### src/rtl/mul_share_pkg.sv
// Shared types and default sizes for the shared multiply/accumulate arbiter.
// Pure declarations: no logic, no latency.
// Backpressure is not applicable at this level.
package mul_share_pkg;

   localparam int NREQ_DEF = 4;
   localparam int W_DEF    = 4;
   localparam int ACCW_DEF = 12;

   typedef enum logic [1:0] {
      OP_MUL  = 2'b00,
      OP_MAC  = 2'b01,
      OP_MSUB = 2'b10,
      OP_CLR  = 2'b11
   } op_t;

   typedef enum logic [1:0] {
      S_IDLE  = 2'b00,
      S_MULT  = 2'b01,
      S_ACCUM = 2'b10,
      S_RESP  = 2'b11
   } state_t;

endpackage

### src/rtl/mul_share_rr_arbiter.sv
// Round-robin grant: picks the first active request after ptr_i, wrapping.
// Purely combinational, zero latency.
// No backpressure; the caller decides when the grant is honoured.
module rr_arbiter #(
   parameter int NREQ = 4,
   localparam int IDW = $clog2(NREQ)
) (
   input  logic [NREQ-1:0] req_i,
   input  logic [IDW-1:0]  ptr_i,
   output logic [NREQ-1:0] gnt_o,
   output logic [IDW-1:0]  gnt_idx_o
);

   logic           found;
   logic [IDW-1:0] idx;

   // Scan ptr+1 .. ptr+NREQ (mod NREQ); the last served requester is checked last.
   always_comb begin
      gnt_o     = '0;
      gnt_idx_o = '0;
      found     = 1'b0;
      idx       = '0;
      for (int k = 1; k <= NREQ; k++) begin
         idx = IDW'((int'(ptr_i) + k) % NREQ);
         if (!found && req_i[idx]) begin
            found      = 1'b1;
            gnt_o[idx] = 1'b1;
            gnt_idx_o  = idx;
         end
      end
   end

endmodule

### src/rtl/mul_share_arbiter.sv
// Shares one WxW multiplier and an add/sub accumulator among NREQ requesters.
// Latency: accept at T, resp_valid at T+3; next accept no earlier than T+4.
// Backpressure: a stalled response holds the datapath; req_ready stays low until it drains.
module mul_share_arbiter
   import mul_share_pkg::*;
#(
   parameter int NREQ = NREQ_DEF,
   parameter int W    = W_DEF,
   parameter int ACCW = ACCW_DEF,
   localparam int IDW = $clog2(NREQ)
) (
   input  logic                 clk,
   input  logic                 reset,
   input  logic [NREQ-1:0]      req_valid,
   output logic [NREQ-1:0]      req_ready,
   input  logic [2*NREQ-1:0]    req_op,
   input  logic [W*NREQ-1:0]    req_a,
   input  logic [W*NREQ-1:0]    req_b,
   output logic                 resp_valid,
   input  logic                 resp_ready,
   output logic [IDW-1:0]       resp_id,
   output logic [ACCW-1:0]      resp_data
);

   state_t          state_q, state_d;
   logic [IDW-1:0]  ptr_q, id_q, gnt_idx;
   logic [NREQ-1:0] gnt;
   op_t             op_q;
   logic [W-1:0]    a_q, b_q, sel_a, sel_b;
   logic [1:0]      sel_op;
   logic [2*W-1:0]  mult;
   logic [ACCW-1:0] prod_q, res_q, res_d;
   logic [ACCW-1:0] acc_q [NREQ];
   logic            take;

   rr_arbiter #(.NREQ(NREQ)) u_arb (
      .req_i     (req_valid),
      .ptr_i     (ptr_q),
      .gnt_o     (gnt),
      .gnt_idx_o (gnt_idx)
   );

   // req_ready is a subset of req_valid, so any ready bit is a handshake.
   assign take = |req_ready;

   // Unsigned full-width product, zero-extended into the accumulator width.
   assign mult = {{W{1'b0}}, a_q} * {{W{1'b0}}, b_q};

   // Select the granted requester's op and operands.
   always_comb begin
      sel_op = '0;
      sel_a  = '0;
      sel_b  = '0;
      for (int i = 0; i < NREQ; i++) begin
         if (gnt_idx == IDW'(i)) begin
            sel_op = req_op[2*i +: 2];
            sel_a  = req_a[W*i +: W];
            sel_b  = req_b[W*i +: W];
         end
      end
   end

   // Result of the latched op; arithmetic wraps modulo 2^ACCW.
   always_comb begin
      case (op_q)
         OP_MUL:  res_d = prod_q;
         OP_MAC:  res_d = acc_q[id_q] + prod_q;
         OP_MSUB: res_d = acc_q[id_q] - prod_q;
         default: res_d = '0;
      endcase
   end

   // State register.
   always_ff @(posedge clk) begin
      if (reset) state_q <= S_IDLE;
      else       state_q <= state_d;
   end

   // Next-state: fixed MULT/ACCUM pipeline, RESP waits for the consumer.
   always_comb begin
      state_d = state_q;
      case (state_q)
         S_IDLE:  if (take) state_d = S_MULT;
         S_MULT:  state_d = S_ACCUM;
         S_ACCUM: state_d = S_RESP;
         S_RESP:  if (resp_ready) state_d = S_IDLE;
         default: state_d = S_IDLE;
      endcase
   end

   // Outputs: grants only in IDLE; everything forced low while reset is asserted.
   always_comb begin
      req_ready  = '0;
      resp_valid = 1'b0;
      resp_id    = '0;
      resp_data  = '0;
      if (!reset) begin
         if (state_q == S_IDLE) req_ready = gnt;
         if (state_q == S_RESP) resp_valid = 1'b1;
         resp_id   = id_q;
         resp_data = res_q;
      end
   end

   // Datapath: capture at handshake, multiply, then accumulate into the owner's acc.
   always_ff @(posedge clk) begin
      if (reset) begin
         ptr_q  <= IDW'(NREQ - 1);
         id_q   <= '0;
         op_q   <= OP_MUL;
         a_q    <= '0;
         b_q    <= '0;
         prod_q <= '0;
         res_q  <= '0;
         for (int i = 0; i < NREQ; i++) acc_q[i] <= '0;
      end else begin
         if (take) begin
            ptr_q <= gnt_idx;
            id_q  <= gnt_idx;
            op_q  <= op_t'(sel_op);
            a_q   <= sel_a;
            b_q   <= sel_b;
         end
         if (state_q == S_MULT) prod_q <= ACCW'(mult);
         if (state_q == S_ACCUM) begin
            res_q <= res_d;
            if (op_q != OP_MUL) acc_q[id_q] <= res_d;
         end
      end
   end

endmodule

### config.mk
export PLATFORM = sky130hd
export DESIGN_NAME = mul_share_arbiter
export DESIGN_NICKNAME = d
export VERILOG_FILES = /design/src/rtl/mul_share_pkg.sv /design/src/rtl/mul_share_rr_arbiter.sv /design/src/rtl/mul_share_arbiter.sv
export SDC_FILE = /design/constraint.sdc
export NUM_CORES = 1
export LEC_CHECK = 0
export ABC_CLOCK_PERIOD_IN_PS = 3880
export BUFFER_PORTS_ARGS = -buffer_cell sky130_fd_sc_hd__buf_2
export CAP_MARGIN = 20
export CORE_MARGIN = 2
export CORE_UTILIZATION = 35
export DETAILED_ROUTE_END_ITERATION = 8
export MAX_ROUTING_LAYER = met4
export PLACE_DENSITY = 0.57
export SETUP_SLACK_MARGIN = 0.5
export SLEW_MARGIN = 20
export SYNTH_ARGS = -nofsm -noshare
export SYNTH_HDL_FRONTEND = slang
export SYNTH_SLANG_ARGS = --single-unit
### constraint.sdc
create_clock -name clk -period 3.88 [get_ports clk]
set_input_delay 0.776 -clock clk [delete_from_list [all_inputs] [get_ports clk]]
set_output_delay 0.776 -clock clk [all_outputs]
set_load 0.05 [all_outputs]
* Word level (Yosys, flattened, before mapping) *
Memory sizes are Yosys's and may differ from the RTL's. A register that Yosys moved wholly into a read port is not among the register bits.
Index checks and enable logic that the tools add are counted.

word-level totals
  bits in registers = 36
  memories = 1
  input port bits = 47
  RAM bits = 48
  logic and storage cells = 114
  output and inout port bits = 19

operators by class
  multipliers = 1
  add/subtract/negate cells = 6
  multiplexer cells = 60
  reductions and logical operators = 17
  equal/unequal tests = 10
  bitwise logic cells = 3
  magnitude comparators = 8

memory list
  memory  depth  width  read ports  clocked after memory_dff  write ports  line                     RTL
  acc_q   4      12     1           1                         4            mul_share_arbiter.sv:33  logic [ACCW-1:0] acc_q [NREQ];

operator list
  kind                   number
  $mux W4                14
  $pmux W12 S3           1
  $mux W2                14
  $mux W12               2
  $mux W1                20
  $add A12 B8 Y12        1
  $lt A2 B3 Y1 const B   4
  $or A4 B4 Y4           3
  $reduce_or A12 Y1      1
  $sub A12 B8 Y12        1
  $eq A2 B2 Y1 const B   5
  $bmux W1 S2            4
  $demux W1 S2           4
  $ge A2 B1 Y1 const B   4
  $mul A4 B4 Y8          1
  $pmux W2 S4            1
  $logic_and A1 B1 Y1    7
  $eq A2 B1 Y1 const B   3
  $logic_not A2 Y1       3
  $add A2 B1 Y2 const B  2
  $add A2 B2 Y2 const B  2
  $ne A2 B2 Y1 const B   2
  $reduce_or A4 Y1       1
  $logic_not A1 Y1       3
  other kinds (2)        2

* Depth between registers and ports, before layout *
Gate-level depths: netlist (run 1).

  depth after elaboration = 18
  gate-level depth with buffers = 13
  gate-level depth less buffers = 13

* Cells and area by module *
A second synthesis (run 1) with hierarchy kept.

unflattened totals
  cell total of the unflattened synthesis = 558
  area, all modules = 5,634.2 um^2

modules (own cells, without submodules)
  module             seq. area each (um^2)  area an instance (um^2)  cells an instance  instances
  mul_share_arbiter  2,202.1                5,088.6                  490                1
  rr_arbiter         0.0                    545.5                    68                 1

* Worst setup path after synthesis (run 1) *
OpenSTA, ideal clock, no wires.

  path type = register -> register
  start point = register with a tool-made name
  end point = memory acc_q[0][10] (netlist name) (data pin)
  clock period less this slack = 3,451 ps
  required time = 3,713 ps
  stages on the path, launching flop included = 11
  arrival = 3,284 ps
  buffers on the path = 1
  setup slack = 429 ps
  path through = dfxtp_1 buf_1 mux4_2 ha_1 nor2b_1 o21ai_0 a21boi_0 o21ai_0 a211oi_1 or3b_2 a211oi_1

RTL lines
  element           line
  end: declaration  mul_share_arbiter.sv:33

* Final worst setup path (run 1) *
  start point = register ptr_q[0]
  end point = output port req_ready[3]

between the ends
  word-level cells in the longest chain between the ends = 15
  elaborated cells between the ends (all ways) = 50
  classes of those cells = add/sub (4); order compare (8); mux (25); bitwise (3); reduce/logical (10)

RTL lines
  element                                                line                        RTL
  start: declaration                                     mul_share_arbiter.sv:26     logic [IDW-1:0] ptr_q, id_q, gnt_idx;
  start signal: assignment                               mul_share_arbiter.sv:108    ptr_q <= IDW'(NREQ - 1);
  start signal: assignment                               mul_share_arbiter.sv:118    ptr_q <= gnt_idx;
  branches (longest 12 deep; another with $lt A2 B3 Y1)  n/a
  $mux W4 *                                              mul_share_rr_arbiter.sv:25  if (!found && req_i[idx]) begin
  $mux W4 *                                              mul_share_arbiter.sv:98     if (state_q == S_IDLE) req_ready = gnt;
  $mux W4 *                                              mul_share_arbiter.sv:97     if (!reset) begin
  end: declaration                                       mul_share_arbiter.sv:15     output logic [NREQ-1:0] req_ready,

Mark *: on every way between the ends. The select of a mux whose other input is x is not followed.

==> results of run 1 <==
## stage by stage
step / power, W / hold WS, ns / setup WS [ns] / cells
after CTS: 0.00580 / 0.488 / 0.511 / 970
final: 0.00594 / 0.485 / 0.594 / 975
after floorplan: 0.00398 / 0.447 / 0.547 / 687
after global routing: 0.00637 / 0.500 / 0.502 / 975
after global placement: 0.00482 / 0.469 / 0.299 / 949
after detailed placement: 0.00486 / 0.471 / 0.195 / 949
## path summary, 6_finish.rpt
check / slack [ns] / depth (start not counted) / startpoint / to
min: 0.49 / 2 / res_q[2] / res_q[2]
max reg2reg: 0.71 / 11 / ptr_q[0] / b_q[0]
max: 0.59 / 9 / ptr_q[0] / req_ready[3]
min reg2reg: 0.49 / 2 / res_q[2] / res_q[2]
## worst register-to-register path, cell delays in order, from the launching register on
cell,delay (ns)
dfxtp_4,0.37
clkinvlp_4,0.12
ha_4,0.34
mux4_2,0.36
buf_4,0.18
nor2b_4,0.14
buf_4,0.18
a221oi_2,0.28
a31oi_1,0.07
a21o_2,0.36
a2111o_1,0.41
a311oi_1,0.29
## sequential cells by signal (all words and copies together), names as in the netlist, named ones only
name,count
res_q,12
state_q,2
prod_q,8
op_q,2
ptr_q,2
id_q,2
b_q,4
acc_q,48
a_q,4
## cell families (layout without fill, tap and decap cells)
logic type,after synthesis,after routing
AO/OA/AOI/OAI,162,162
XOR/XNOR,14,14
buffers and inverters,85,147
AND/OR/NAND/NOR,268,269
multiplexers,27,27
flip-flops,86,86
adder cells (fa/ha/maj),45,45
## cell usage after synthesis (all sizes together) (4+ instances only)
cell type / n / area (um2)
and2: 9 / 56.3
edfxtp: 48 / 1440
mux4: 16 / 360
dfxtp: 38 / 761
o311ai: 4 / 35.0
buf: 12 / 80.1
o211ai: 11 / 82.6
a2111o: 10 / 113
a311oi: 10 / 144
a211oi: 8 / 60.1
o21ai: 18 / 90.1
a21o: 15 / 113
or3: 5 / 31.3
ha: 40 / 500
nor2: 123 / 462
a21oi: 47 / 235
nor2b: 15 / 101
a32oi: 6 / 52.6
mux2i: 9 / 90.1
o21a: 7 / 52.6
fa: 5 / 100
nor4: 6 / 37.5
inv: 33 / 124
nand2: 28 / 105
nand2b: 8 / 50.1
clkbuf: 39 / 146
xnor2: 13 / 114
nor3: 58 / 290
## layout make-up
cell class / instances / area share (%)
clock buffer: 12 / 3.54
clock inverter: 4 / 0.397
inverter: 34 / 2.02
multi-input combinational: 517 / 51.4
sequential: 86 / 30.5
tap: 225 / 3.89
timing repair buffer: 97 / 8.27
## per-layer routing
layer	wire length [um]	vias up	global-route usage, %
li1	-	2614	-
met1	8570	2658	28.4
met2	8540	122	31.0
met3	690	7	2.76
met4	144	0	4.47
met5	0	-	-
## repair_timing
action,CTS,global route
resized for setup,10,19
setup buffers,4,5
endpoints found under the hold margin,0,0
pin swaps,2,8
cloned,1,0
endpoints found under the setup margin,20,39
## power groups by stage
stage / combinational (W) / clock (W) / sequential [W]
after CTS: 0.00372 / 0.000856 / 0.00122
after global routing: 0.00423 / 0.000890 / 0.00125
after floorplan: 0.00279 / 0 / 0.00119
after global placement: 0.00358 / 0 / 0.00123
after detailed placement: 0.00362 / 0 / 0.00124
final: 0.00388 / 0.000839 / 0.00123
==> insert_results.sql, run 1 <==
INSERT INTO impl_metrics (metric_group, metric, value, unit) VALUES
('status', 'status', 'complete, no violations', ''),
('clock_tree', 'clk_pin_slew', '0.07', 'ns'),
('worst_setup_path', 'crit_fanout', '7', ''),
('finish', 'layout.cells.most_common', 'nor2_1', ''),
('pwr', 'power.ir.vdd_worst', '0.568', 'mV'),
('pwr', 'switching_share', '47.7', '%'),
('clock_tree', 'tritoncts_clock_tree', 'built', ''),
('synthesis', 'yosys-mux-area-fraction', '7.61', '%'),
('finish', 'post-route-util', '41.9', '%'),
('global_route', 'global_route.usage.total', '20.2', '%'),
('pwr', 'power_per_cell_area', '820', 'nW/um2'),
('job', 'timing.max_cap.violations', '0', ''),
('clock_tree', 'ctsRootBufferMaster', 'clkbuf_16', ''),
('worst_setup_path', 'arrival_worst_endpoint', '2.51', 'ns'),
('routing', 'detail_route.wl_per_cell', '18.4', 'um'),
('placed_design', 'post_dp_cell_area', '6790', 'um2'),
('routing', 'detail_routed_via_count_per_cell', '5.54', ''),
('synthesis', 'synth-adder-area-share', '9.67', '%'),
('worst_setup_path', 'critical-path-slowest-cell', 'dfxtp_4', ''),
('floorplanning', 'fp.dieH', '137', 'um'),
('synthesis', 'synth_top_flop_cell', 'edfxtp_1', ''),
('synthesis', 'synth_area_per_cell', '9.04', 'um2'),
('global_route', 'grt_pass1_vias', '5153', ''),
('finish', 'multiInputGateArea', '3720', 'um2'),
('synthesis', 'netlist_area', '6210', 'um2'),
('synthesis', 'synth-edff-count', '48', ''),
('finish', 'fin_area', '7240', 'um2'),
('placed_design', 'count_of_buffers_from_port_buffering', '65', ''),
('floorplanning', 'boundaryPins', '66', ''),
('finish', 'fill_cells', '1751', ''),
('pwr', 'netSwitchingPower', '0.00283', 'W'),
('routing', 'vias', '5401', ''),
('clock_tree', 'htree_num_levels', '3', ''),
('synthesis', 'postSynth.asyncResetShare', '0', '%'),
('finish', 'layout_common_cells', 'nor2_1 (123), buf_2 (61), nor3_1 (57)', ''),
('routing', 'detail_route.wirelength', '18.0', 'mm'),
('synthesis', 'synth_xor_xnor_area_share', '1.97', '%'),
('finish', 'flow.area_growth_from_synthesis', '16.6', '%'),
('pwr', 'leakage_power_summed_over_all_cells', '2.78', 'nW'),
('sta', 'max-slew-margin-rel', '52.4', '%'),
('sta', 'fin_setup_tns', '0', 'ns'),
('clock_tree', 'hold_buffers', '0', ''),
('synthesis', 'synth_compound_area_share', '19.3', '%'),
('worst_setup_path', 'critPathCaptureType', 'primary output', ''),
('sta', 'final_max_slew_viol_count', '0', ''),
('sta', 'finalSetupViolCount', '0', ''),
('finish', 'layout.nets', '837', ''),
('sta', 'rsz0062_at_grt', 'false', ''),
('worst_setup_path', 'crit_path_cell_trace', 'clkinvlp_4 -> ha_4 -> mux4_2 -> buf_4 -> nor2b_4 -> a32oi_1 -> a21o_1 -> clkinvlp_4 -> buf_4', ''),
('pwr', 'seqPwrFrac', '20.6', '%'),
('finish', 'insertedDiodeCount', '0', ''),
('global_route', 'antenna_violations_before_repair', '0', ''),
('routing', 'antenna_violating_nets_post_route', '0', ''),
('floorplanning', 'starting_utilization_of_the_core_area', '35.9', '%'),
('synthesis', 'syn_inst', '687', ''),
('routing', 'initialDrtViolationCount', '403', ''),
('placed_design', 'detailed_place_hpwl', '12.5', 'mm'),
('synthesis', 'netlist-cell-type-count', '62', ''),
('clock_tree', 'insertion_delay', '0.35', 'ns'),
('worst_setup_path', 'critical_path_required', '3.10', 'ns'),
('synthesis', 'synth.yosys.warnings', '0', ''),
('worst_setup_path', 'critical_path_s_top_delay_family', 'buffers and inverters', ''),
('synthesis', 'sequential_fraction_of_the_synthesis_area', '35.5', '%'),
('worst_setup_path', 'worst-path-buf-inv', '4', ''),
('floorplanning', 'die_x', '137', 'um'),
('synthesis', 'ys_ff_latch', '86', ''),
('sta', 'post-route-min-period', '3.29', 'ns'),
('worst_setup_path', 'crit_type', 'reg -> out', ''),
('sta', 'finalClockSkew', '0.00704', 'ns'),
('finish', 'drive_gt1_share', '22.0', '%'),
('worst_hold_path', 'min_path_type', 'reg -> reg', '');
Power figures use the tool's default switching activity.
==> run 2: changes to the inputs <==
- ABC_CLOCK_PERIOD_IN_PS: 3880 -> 3200
- clock period: 3.88 -> 3.2 ns (I/O delays scaled with it)
==> insert_results.sql, run 2 (synthesis gave the netlist of run 1 again) <==
INSERT INTO impl_metrics (metric_group, metric, value, unit) VALUES
('finish', 'max_flop_register', 'acc_q', ''),
('clock_tree', 'clock_path_buffers', '2', ''),
('status', 'status', 'complete, no violations', ''),
('worst_setup_path', 'max_stage_delay', '0.56', 'ns'),
('placed_design', 'place_congestion', '0.872', ''),
('routing', 'drt_first_pass_iters', '5', ''),
('floorplanning', 'core.rowCount', '48', ''),
('global_route', 'grt_pass1_wl', '28.3', 'mm'),
('finish', 'largest_register_ffs', '48', ''),
('finish', 'post_layout_nonfiller_instances', '1033', ''),
('sta', 'fin_setup_tns', '0', 'ns'),
('placed_design', 'placedCellCount', '953', ''),
('global_route', 'global_route.usage.total', '20.1', '%'),
('finish', 'layout.cells.most_common', 'nor2_1', ''),
('clock_tree', 'clk_pin_slew', '0.07', 'ns'),
('finish', 'insertedDiodeCount', '0', ''),
('floorplanning', 'die_x', '137', 'um'),
('global_route', 'grt-ovfl-total', '0', ''),
('clock_tree', 'ctsRootBufferMaster', 'clkbuf_16', ''),
('worst_hold_path', 'worst_hold_path_depth', '2', ''),
('floorplanning', 'starting_utilization_of_the_core_area', '35.9', '%'),
('worst_setup_path', 'rrSetupSlack', '0.19', 'ns'),
('finish', 'post-route-util', '48.7', '%'),
('job', 'timing.max_cap.violations', '0', ''),
('finish', 'layout.nets', '895', ''),
('pwr', 'leakage_power_summed_over_all_cells', '3.22', 'nW'),
('global_route', 'largest_net_degree_at_the_start_of_global_routing', '84', ''),
('clock_tree', 'cts.sinks', '86', ''),
('pwr', 'power_per_cell_area', '1130', 'nW/um2'),
('sta', 'max_slew.worst_pin.slew', '0.770', 'ns'),
('sta', 'finalSetupViolCount', '0', ''),
('finish', 'fin_area', '8430', 'um2'),
('sta', 'final_max_slew_viol_count', '0', ''),
('worst_setup_path', 'ff2ff_path_depth', '10', ''),
('sta', 'maxClockFrequency', '326', 'MHz'),
('floorplanning', 'core_region_area', '17300', 'um2'),
('worst_hold_path', 'min_path_type', 'reg -> reg', ''),
('worst_setup_path', 'critical-path-slowest-cell', 'mux4_2', ''),
('clock_tree', 'cts_buffers', '9', ''),
('worst_setup_path', 'end_point_of_the_critical_path', 'req_ready[2]', ''),
('floorplanning', 'fp.dieH', '137', 'um'),
('floorplanning', 'boundaryPins', '66', ''),
('clock_tree', 'tritoncts_clock_tree', 'built', ''),
('pwr', 'power.ir.vdd_worst', '0.710', 'mV'),
('clock_tree', 'hold_buffers', '0', ''),
('placed_design', 'count_of_buffers_from_port_buffering', '65', ''),
('finish', 'layout_common_cells', 'nor2_1 (119), buf_4 (65), buf_2 (61)', ''),
('worst_setup_path', 'cp-start-kind', 'flop', ''),
('routing', 'antenna_violating_nets_post_route', '0', ''),
('placed_design', 'detailed_place_hpwl', '12.2', 'mm'),
('finish', 'layout_top_registers', 'acc_q (48), res_q (12), prod_q (8)', ''),
('worst_setup_path', 'cp_most_frequent_cell', 'buf_8', ''),
('worst_setup_path', 'crit_path_cell_trace', 'buf_8 -> mux4_2 -> nor4b_4 -> a32oi_1 -> a21o_1 -> clkinvlp_4 -> buf_8', ''),
('finish', 'drive_gt1_share', '38.1', '%'),
('routing', 'initialDrtViolationCount', '408', ''),
('sta', 'max-slew-margin-rel', '48.6', '%'),
('clock_tree', 'htree_num_levels', '3', ''),
('routing', 'detail_route.wl_per_cell', '18.5', 'um'),
('global_route', 'grt_pass1_vias', '5467', ''),
('sta', 'finalClockSkew', '0.00804', 'ns'),
('sta', 'rsz0062_at_grt', 'true', ''),
('placed_design', 'post_dp_cell_area', '6960', 'um2'),
('worst_setup_path', 'crit_type', 'reg -> out', ''),
('worst_setup_path', 'arrival_worst_endpoint', '2.43', 'ns'),
('routing', 'post-route-drc-count', '0', ''),
('worst_setup_path', 'critPathCaptureType', 'primary output', ''),
('sta', 'fin_crit_sh', '96.0', '%'),
('global_route', 'antenna_violations_before_repair', '0', ''),
('sta', 'finalHoldWorstSlack', '0.488', 'ns'),
('routing', 'vias', '5798', ''),
('floorplanning', 'die-area', '18800', 'um2'),
('sta', 'hold_viol', '0', ''),
('worst_setup_path', 'crit_fanout', '6', ''),
('worst_setup_path', 'crit_path_start', 'ptr_q[0]', ''),
('routing', 'detail_routed_via_count_per_cell', '5.61', ''),
('finish', 'flow.area_growth_from_synthesis', '35.7', '%'),
('clock_tree', 'insertion_delay', '0.35', 'ns'),
('routing', 'detail_route.wirelength', '19.1', 'mm'),
('sta', 'post-route-min-period', '3.07', 'ns'),
('worst_setup_path', 'worst_r2r_end', 'acc_q[1][11]', ''),
('worst_setup_path', 'critical_path_required', '2.56', 'ns');
-- run 2: cell types whose count changed in the layout (fill, tap and decap cells not counted), sizes merged --
cell,change
nor2b,-1
buf,+58
clkinvlp,-1
clkinv,+1
mux2,+1
clkbuf,-1
inv,+1
-- run 2: how the worst min path moves through the flow --
stage / startpoint / endpoint / slack, ns
2_1_floorplan: res_q[1] / res_q[1] / 0.45
3_3_place_gp: res_q[2] / res_q[2] / 0.47
3_5_place_dp: res_q[9] / res_q[9] / 0.47
4_1_cts: res_q[9] / res_q[9] / 0.49
5_1_grt: res_q[9] / res_q[9] / 0.50
6_report: res_q[0] / res_q[0] / 0.49
-- run 2: power breakdown --
part,switching (W),internal (W),total (W),leakage [nW]
combinational,0.00386,0.00320,0.00706,2.27
sequential,0.000144,0.00135,0.00149,0.811
clock,0.000449,0.000549,0.000998,0.136
total,0.00445,0.00509,0.00955,3.22
-- run 2: critical path, delay by kind of cell (launching register included) --
family	cells	cell delay, ns
buffers and inverters	3	0.34
AO/OA/AOI/OAI	2	0.35
multiplexers	1	0.56
flip-flops	1	0.38
AND/OR/NAND/NOR	1	0.43
-- run 2: layer usage --
layer / share of wire, % / global-route usage (%) / up-vias
li1: - / - / 2738
met1: 43 / 26.3 / 2821
met2: 49 / 31.5 / 197
met3: 5.7 / 3.31 / 42
met4: 2.7 / 7.22 / 0
met5: 0 / - / -
-- run 2: through the flow --
| stage | setup WS, ns | total power, W |
|---|---|---|
| global route | 0.0790 | 0.0101 |
| CTS | 0.177 | 0.00843 |
| finish | 0.129 | 0.00955 |
| floorplan | 0.422 | 0.00507 |
| detailed placement | 0.112 | 0.00616 |
| global placement | 0.136 | 0.00605 |
-- run 2: repair_timing --
action	CTS	global route
gates resized for setup	78	68
setup buffers	38	23
gates cloned	2	1
pin swaps	51	36
endpoints found under the setup margin	62	76
-- run 2: cell type report --
| type | instances | area (um2) |
|---|---|---|
| Fill cell | 1576 | 8870 |
| Clock inverter | 5 | 35.0 |
| Sequential cell | 86 | 2220 |
| Tap cell | 225 | 282 |
| Clock buffer | 11 | 243 |
| Timing Repair Buffer | 155 | 1190 |
| Inverter | 34 | 150 |
| Multi-Input combinational cell | 517 | 4310 |
